$ cat src/rtl/nibble_serial_adder_pkg.sv
// Shared constants and state encoding for the nibble-serial adder.
package nibble_serial_adder_pkg;

  localparam int SLICE_W = 4;

  typedef enum logic [1:0] {
    IDLE = 2'd0,
    RUN  = 2'd1,
    DONE = 2'd2
  } state_t;

endpackage

$ cat src/rtl/FourBitAdder.sv
// Existing 4-bit slice adder: {Cout, z} = A + B + Cin, purely combinational.
module FourBitAdder (
  input  logic [3:0] A,
  input  logic [3:0] B,
  input  logic       Cin,
  output logic [3:0] z,
  output logic       Cout
);

  assign {Cout, z} = {1'b0, A} + {1'b0, B} + {4'b0000, Cin};

endmodule

$ cat src/rtl/nibble_serial_adder.sv
// Multi-cycle WIDTH-bit adder: one 4-bit slice per clock, LSB first, carry held
// in a register between slices; start/ready handshake in, one-cycle valid out.
module nibble_serial_adder
  import nibble_serial_adder_pkg::*;
#(
  parameter int WIDTH = 16
) (
  input  logic             clk,
  input  logic             rst,
  input  logic             start,
  input  logic [WIDTH-1:0] A,
  input  logic [WIDTH-1:0] B,
  input  logic             Cin,
  output logic             ready,
  output logic             busy,
  output logic [WIDTH-1:0] Sum,
  output logic             Cout,
  output logic             valid
);

  localparam int NSLICE = WIDTH / SLICE_W;
  localparam int IDX_W  = (NSLICE > 1) ? $clog2(NSLICE) : 1;
  localparam logic [IDX_W-1:0] LAST_IDX = IDX_W'(NSLICE - 1);

  generate
    if ((WIDTH % SLICE_W) != 0 || WIDTH < SLICE_W) begin : g_bad_width
      $error("nibble_serial_adder: WIDTH must be a positive multiple of 4");
    end
  endgenerate

  state_t           state;
  logic [WIDTH-1:0] a_reg;
  logic [WIDTH-1:0] b_reg;
  logic [WIDTH-1:0] work;
  logic [WIDTH-1:0] work_next;
  logic [IDX_W-1:0] idx;
  logic             carry;
  logic [3:0]       slice_z;
  logic             slice_cout;

  FourBitAdder u_slice (
    .A    (a_reg[SLICE_W*idx +: SLICE_W]),
    .B    (b_reg[SLICE_W*idx +: SLICE_W]),
    .Cin  (carry),
    .z    (slice_z),
    .Cout (slice_cout)
  );

  // NOTE: assign a default first so every path drives work_next and no latch is inferred.
  always_comb begin
    work_next = work;
    work_next[SLICE_W*idx +: SLICE_W] = slice_z;
  end

  // NOTE: state uses non-blocking assignments so all flops update together on the edge.
  always_ff @(posedge clk or posedge rst) begin
    if (rst) begin
      state <= IDLE;
      ready <= 1'b1;
      busy  <= 1'b0;
      valid <= 1'b0;
      Sum   <= '0;
      Cout  <= 1'b0;
      idx   <= '0;
      carry <= 1'b0;
      a_reg <= '0;
      b_reg <= '0;
      work  <= '0;
    end else begin
      valid <= 1'b0;
      case (state)
        IDLE: begin
          if (start) begin
            a_reg <= A;
            b_reg <= B;
            carry <= Cin;
            idx   <= '0;
            work  <= '0;
            ready <= 1'b0;
            busy  <= 1'b1;
            state <= RUN;
          end
        end
        RUN: begin
          work  <= work_next;
          carry <= slice_cout;
          if (idx == LAST_IDX) begin
            // Result registers change only on the completing edge.
            idx   <= '0;
            Sum   <= work_next;
            Cout  <= slice_cout;
            valid <= 1'b1;
            busy  <= 1'b0;
            state <= DONE;
          end else begin
            idx <= idx + 1'b1;
          end
        end
        DONE: begin
          ready <= 1'b1;
          state <= IDLE;
        end
        default: begin
          ready <= 1'b1;
          busy  <= 1'b0;
          state <= IDLE;
        end
      endcase
    end
  end

endmodule

$ cat config.mk
export PLATFORM = sky130hd
export DESIGN_NAME = nibble_serial_adder
export DESIGN_NICKNAME = d
export VERILOG_FILES = /design/src/rtl/nibble_serial_adder_pkg.sv /design/src/rtl/FourBitAdder.sv /design/src/rtl/nibble_serial_adder.sv
export SDC_FILE = /design/constraint.sdc
export NUM_CORES = 1
export LEC_CHECK = 0
export ABC_AREA = 1
export CORE_MARGIN = 4
export CORE_UTILIZATION = 58
export CTS_CLUSTER_SIZE = 10
export DETAILED_ROUTE_END_ITERATION = 6
export PLACE_DENSITY = 0.85
export SLEW_MARGIN = 20
export SYNTH_ARGS = -nofsm -noshare
export SYNTH_HDL_FRONTEND = slang
export SYNTH_HIERARCHICAL = 1
export SYNTH_SLANG_ARGS = --single-unit
export TNS_END_PERCENT = 1
$ cat constraint.sdc
create_clock -name clk -period 3.9 [get_ports clk]
set_input_delay 0.78 -clock clk [delete_from_list [all_inputs] [get_ports clk]]
set_output_delay 0.78 -clock clk [all_outputs]
set_load 0.01 [all_outputs]
==> impl_results.md, run 1 <==
- CTS root buf: clkbuf_8
- Post-Synthesis Cell Area: 3600 um2
- Area growth syn-to-layout: 20.8%
- Worst Path Arrival: 3.10 ns
- Clk pin slew, worst setup/hold paths: 0.08 ns
- Met3 Use GR: 6.37%
- Layout cell share with drive strength beyond 1: 5.78%
- Worst-path cell chain: inv_1 -> o21ai_0 -> o22ai_1 -> fa_1 -> inv_1 -> fa_1 -> xnor2_1 -> nand2_1 -> nor2_1 -> nand2_1 -> nand2_1 -> nand2_1 -> nand2_1
- Postcts setup bufs: 0
- Tightest Pin Transition: 0.641 ns
- P per Cell Area: 875 nW/um2
- Placer Congestion: 0.883
- Starting Density: 60.4%
- CTS Buffer Depth: 2
- GRT busiest layer: met2
- Crit Path Class: flip-flop to flip-flop
- Worst Setup SP: idx[0]
- WL final: 7.96 mm
- FP Rows: 28
- Most frequent cells in the layout: nand2_1, dfrtp_1, clkdlybuf4s50_1, nor2_1, o21ai_0
- Slew Viols, Final: 0
- Mean Syn Cell Area: 7.79 um2
- H-tree depth: 3
- Diode count: 0
- # IOs: 56
- WP buf/inv: 2
- Initial antenna violation count: 0
- Synth warn: 6
- Synth area leaders: dfrtp_1, nand2_1, o21ai_0
- Final hold viol count: 0
- Worst Setup End Kind: flip-flop
- Routed len/inst: 13.4 um
- Post-cts sizing count: 0
- Post-synth cell types: 21
- CP top delay family: adder cells
- Final min period: 2.81 ns
- Hold_sp: b_reg[10]
- Core box area: 5960 um2
- Max IR drop VDD: 0.408 mV
- Clk sinks: 73
- Die X: 86.8 um
- Max_cap viols: 0
- CP max stage delay: 0.47 ns
- R2R Path Start: idx[0]
- Layout fillers: 488
- Clock skew: 0.00732 ns
- Slowest cell on crit path: inv_1
- GR met2 Demand/Resource: 38.7%
- Leakage dissipation: 2.33 nW
- Full die area: 7530 um2
- Drt pass-1 iters: 7
- Post-Syn Nets: 509
- Residual DRC: 0
- Fin cells: 594
- Worst Setup Start Kind: flip-flop
- GRT Residual Overflow: 0
- Gr usage total: 23.3%
- DR vias/cell: 5.16
- TritonCTS clock tree: yes
- Port buffer count: 55
- Critical path required time: 4.19 ns
- Register bit total from synthesis: 73
- First-pass GRT wire length: 13.6 mm
- Final Setup Violations: 0
- Number of global-route vias before repair: 3006
- Die H: 86.8 um
- Num CTS Buffers: 9
- Register area: 1830 um2
- Area of the multi-input gates: 1530 um2
- Clock latency on the worst-skew pair: 0.35 ns
- Most frequent CP cell: nand2_1
- Final nets: 561
- Largest area contributor in the netlist: dfrtp_1
- Commonest non-fill, non-tap cell in the layout: nand2_1
- Hpwl dp: 5.63 mm
- Rel. slew slack: 57.2%
- Peak Freq: 356 MHz
- Synthesized instance count: 462
- DRT antenna net count: 0
- Initial DRC count: 179
- Final Cycle Share: 72.0%
- Dpl cells: 578
- Outcome: finished, final reports clean
- Met1 GRT Util: 28.5%
- Vias: 3064
- Post-CTS Hold Buffers: 0
- RSZ-0062 raised after global routing: false
- Register area share after synthesis: 50.8%
- Largest net degree at the start of global routing: 38
- CP Max Fanout: 24
- Worst hold path type: flip-flop to flip-flop
- Share of the synthesized area in the top cell type: 50.1%
- Setup TNS Final: 0 ns
==> stage by stage <==
step                      area (um2)  power [mW]  hold WS [ns]  setup slack, ns  utilization, %
final                           4350        3.81         0.473             1.09            73.0
after global routing            4350        4.16         0.498            0.718            73.0
after CTS                       4350        3.80         0.477             1.09            73.0
after detailed placement        4130        3.16         0.459             1.15            69.4
after global placement          4130        3.07         0.454             1.27            69.4
after floorplan                 3600        2.67         0.437             1.27               -
==> area by class of cell <==
cell class                      instances  area share (%)
Clock inverter                          4            1.15
Multi-Input combinational cell        344            35.2
Tap cell                               75            2.16
Sequential cell                        73            42.1
Inverter                               28            2.48
Timing Repair Buffer                   58            13.2
Clock buffer                           12            3.80
==> worst register-to-register path: cells and delay by family (launching register included) <==
family	cells	cell delay, ns
flops	1	0.38
simple gates	6	0.52
compound gates	2	0.41
fa+ha+maj	2	0.66
buf+inv	2	0.54
xor+xnor	1	0.25
==> report_power, final <==
| group | leakage, nW | internal [mW] | switching, mW |
|---|---|---|---|
| Sequential | 0.946 | 1.07 | 0.206 |
| Combinational | 1.28 | 0.689 | 1.21 |
| Clock | 0.105 | 0.347 | 0.285 |
| Total | 2.33 | 2.11 | 1.70 |
==> kinds of logic (layout without fill, tap and decap cells) <==
| group | after synthesis | in the layout | synth area share, % |
|---|---|---|---|
| XOR/XNOR | 1 | 1 | 0.243 |
| AO/OA/AOI/OAI | 34 | 34 | 5.01 |
| buffers and inverters | 45 | 102 | 6.71 |
| flip-flops | 73 | 73 | 50.8 |
| AND/OR/NAND/NOR | 298 | 298 | 33.0 |
| adder cells (fa/ha/maj) | 11 | 11 | 4.24 |
==> path summary, 6_finish.rpt <==
path                       slack [ns]  depth (start not counted)        end
max reg2reg                      1.09                         13   work[14]
min                              0.47                          2  b_reg[10]
max in group asynchronous        2.26                          3   b_reg[8]
max                              1.09                         13   work[14]
min reg2reg                      0.47                          2  b_reg[10]
min in group asynchronous        0.81                          2     Sum[5]
==> synthesized netlist by cell type, drive strengths merged <==
master,instances
ha,9
dfstp,1
buf,15
inv,28
nor2,34
dfrtp,72
o22ai,8
nand3,8
nand2,256
fa,2
clkbuf,2
o21ai,24
a21oi,2
xnor2,1
==> layer usage <==
layer  vias to the layer above  wire, um
met5                         -         0
met4                         0       181
met3                        20       590
met2                       128      3930
met1                      1405      3260
li1                       1511         -
(Power assumes the default switching activity.)
==> inputs of run 2 (changes only) <==
- CORE_UTILIZATION: 58 -> 49
- PLACE_DENSITY: 0.85 -> 0.77
- clock period: 3.9 -> 2.3 ns (I/O delays scaled with it)
==> run 2 against run 1 <==
  * Final area up 5.6%
  * Largest power group unchanged
  * Largest cell class unchanged
  * Global-route usage down 3.4 points
  * Clock power up 43%
  * Non-clock buffer count up 18
  * Critical endpoint is now Sum[14]
  * Fmax up 24%
  * Sequential power up 70%
  * Die area up 17%
  * Sequential share of layout area down 2.2 points
  * Worst hold slack better by 0.0034 ns
  * Final cell count up 6.6%
  * Clock-buffer cell count up 1
==> impl_results.md, run 2 (synthesis results as in run 1) <==
- Largest net degree at the start of global routing: 74 (was 38)
- Initial DRC count: 173 (was 179)
- Clock latency on the worst-skew pair: 0.35 ns (about the same)
- Pre-CTS setup slack: -0.153 ns (was 1.15 ns)
- Die X: 93.7 um (was 86.8 um)
- Placer Congestion: 0.885 (was 0.883)
- Num CTS Buffers: 9 (unchanged)
- Reg power frac: 31.1% (was 33.6%)
- Gr usage total: 20.0% (was 23.3%)
- Worst Setup SP: idx[0] (unchanged)
- Port buffer count: 55 (unchanged)
- Reg2Reg Setup Slack: 0.03 ns (was 1.09 ns)
- Final nets: 579 (was 561)
- Crit Path Class: flip-flop to flip-flop (unchanged)
- Layout fillers: 586 (was 488)
- Critical Path End: Sum[14] (was work[14])
- Leakage dissipation: 2.43 nW (was 2.33 nW)
- Routed len/inst: 12.6 um (was 13.4 um)
- Final worst slack: 0.0280 ns (was 1.09 ns)
- CTS Buffer Depth: 2 (unchanged)
- Clk pin slew, worst setup/hold paths: 0.08 ns (about the same)
- First-pass GRT wire length: 13.8 mm (was 13.6 mm)
- Critical path required time: 2.59 ns (was 4.19 ns)
- WL final: 7.98 mm (was 7.96 mm)
- Worst Setup End Kind: flip-flop (unchanged)
- GRT Residual Overflow: 0 (unchanged)
- Hpwl dp: 5.57 mm (was 5.63 mm)
- Dpl cells: 613 (was 578)
- Max_cap viols: 0 (unchanged)
- Depth of the worst register-to-register path: 13 (unchanged)
- Diode count: 0 (unchanged)
- Peak Freq: 440 MHz (was 356 MHz)
- Initial antenna violation count: 0 (unchanged)
- DR vias/cell: 4.88 (was 5.16)
- Residual DRC: 0 (unchanged)
- FF-to-FF End: Sum[14] (was work[14])
- RSZ-0062 raised after global routing: true (was false)
- Sw Pwr: 3.09 mW (was 1.70 mW)
- GRT busiest layer: met2 (unchanged)
- Worst Path Arrival: 2.57 ns (was 3.10 ns)
- Outcome: finished, final reports clean (unchanged)
- Int Power: 3.88 mW (was 2.11 mW)
- Worst Setup Start Kind: flip-flop (unchanged)
- Drt pass-1 iters: 4 (was 7)
- Full die area: 8780 um2 (was 7530 um2)
- Max IR drop VDD: 0.749 mV (was 0.408 mV)
- Layout cell share with drive strength beyond 1: 13.6% (was 5.78%)
- Most frequent cells in the layout: nand2_1, dfrtp_1, clkdlybuf4s50_1, nor2_1, inv_1 (was nand2_1, dfrtp_1, clkdlybuf4s50_1, nor2_1, o21ai_0)
- Tot Pwr: 6.97 mW (was 3.81 mW)
- FP Rows: 30 (was 28)
- Tightest Pin Transition: 0.493 ns (was 0.641 ns)
- Final instance area: 4590 um2 (was 4350 um2)
- Die H: 93.7 um (was 86.8 um)
- Most frequent CP cell: nand2_1 (unchanged)
- R2R Path Start: idx[0] (unchanged)
- DRT antenna net count: 0 (unchanged)
- CP max stage delay: 0.40 ns (was 0.47 ns)
- Final Cycle Share: 98.8% (was 72.0%)
- Worst-path cell chain: buf_6 -> buf_6 -> o21ai_1 -> o22ai_1 -> inv_1 -> fa_2 -> xnor2_2 -> nand2_1 -> nor2_2 -> nand2_1 -> nand2_1 -> nand2_1 -> nand2_1 (was inv_1 -> o21ai_0 -> o22ai_1 -> fa_1 -> inv_1 -> fa_1 -> xnor2_1 -> nand2_1 -> nor2_1 -> nand2_1 -> nand2_1 -> nand2_1 -> nand2_1)
- Core box area: 6940 um2 (was 5960 um2)
- Vias: 3090 (was 3064)
- Setup TNS Final: 0 ns (unchanged)
- CP Max Fanout: 6 (was 24)
- Sw Share: 44.3% (was 44.6%)
- TritonCTS clock tree: yes (unchanged)
- Placement Cell Area: 4300 um2 (was 4130 um2)
- Post-CTS Hold Buffers: 0 (unchanged)
- Final core occ: 66.1% (was 73.0%)
- Number of global-route vias before repair: 3045 (was 3006)
- Starting Density: 51.8% (was 60.4%)
- Met3 Use GR: 5.45% (was 6.37%)
- H-tree depth: 3 (unchanged)
- Slew Viols, Final: 0 (unchanged)
- P per Cell Area: 1520 nW/um2 (was 875 nW/um2)
- Commonest non-fill, non-tap cell in the layout: nand2_1 (unchanged)
- Clk pwr share: 13.0% (was 16.6%)
- CTS root buf: clkbuf_8 (unchanged)
- Met1 GRT Util: 24.3% (was 28.5%)
- Final min period: 2.27 ns (was 2.81 ns)
- Fin cells: 633 (was 594)
- Area growth syn-to-layout: 27.6% (was 20.8%)
- GR met2 Demand/Resource: 32.5% (was 38.7%)
- Clock skew: 0.00969 ns (was 0.00732 ns)
- Worst hold path type: flip-flop to flip-flop (unchanged)
- Final hold viol count: 0 (unchanged)
- # IOs: 56 (unchanged)
- Rel. slew slack: 67.1% (was 57.2%)
- Clk sinks: 73 (unchanged)
- Hold slack: 0.476 ns (was 0.473 ns)
- Final Setup Violations: 0 (unchanged)
- Slowest cell on crit path: dfrtp_1 (was inv_1)
- Combinational power share: 55.9% (was 49.8%)
-- run 2: cell count changes in the layout (fill, tap and decap cells not counted), sizes merged --
cell,change
clkbuf,+1
clkinvlp,-1
inv,-1
bufinv,-1
clkinv,+2
buf,+18
-- run 2: repair_timing --
action	CTS	global route
setup endpoints to repair	16	24
resized for setup	15	22
buffers inserted	1	3
endpoints found under the hold margin	0	0
pin swaps	8	16
-- run 2: worst min-delay path by stage --
stage | startpoint | endpoint | cells past startpoint
global placement | b_reg[11] | b_reg[11] | 2
CTS | b_reg[11] | b_reg[11] | 2
global route | Cout | Cout | 2
floorplan | a_reg[10] | a_reg[10] | 2
finish | Cout | Cout | 2
detailed placement | b_reg[14] | b_reg[14] | 2
-- run 2: power by group through the flow --
stage               sequential, mW  clock [mW]  combinational, mW
floorplan                     2.12           0               2.51
global placement              2.14           0               3.37
detailed placement            2.15           0               3.48
CTS                           2.16       0.926               3.60
global route                  2.23       0.984               4.42
finish                        2.17       0.904               3.89
-- run 2: area by class of cell --
| class | count | area (um2) | share of cell area, % |
|---|---|---|---|
| clock inverters | 3 | 15.0 | 0.327 |
| flip-flops and latches | 73 | 1830 | 39.8 |
| clock buffers | 13 | 159 | 3.46 |
| multi-input cells | 344 | 1620 | 35.4 |
| repair buffers | 76 | 732 | 15.9 |
| inverters | 28 | 111 | 2.43 |
| well taps | 96 | 120 | 2.62 |
-- run 2: worst max-delay path: cells and delay by family (launching register included) --
| kind | cells | cell delay [ns] |
|---|---|---|
| simple gates | 6 | 0.54 |
| fa+ha+maj | 1 | 0.40 |
| compound gates | 2 | 0.32 |
| flops | 1 | 0.40 |
| buf+inv | 3 | 0.39 |
| xor+xnor | 1 | 0.19 |
-- run 2: per-layer routing --
| metal | share of wire (%) | routed length, um | vias to the layer above |
|---|---|---|---|
| met2 | 49 | 3880 | 77 |
| li1 | - | - | 1556 |
| met3 | 4.9 | 393 | 18 |
| met4 | 2.8 | 225 | 0 |
| met1 | 44 | 3480 | 1439 |
| met5 | 0 | 0 | - |
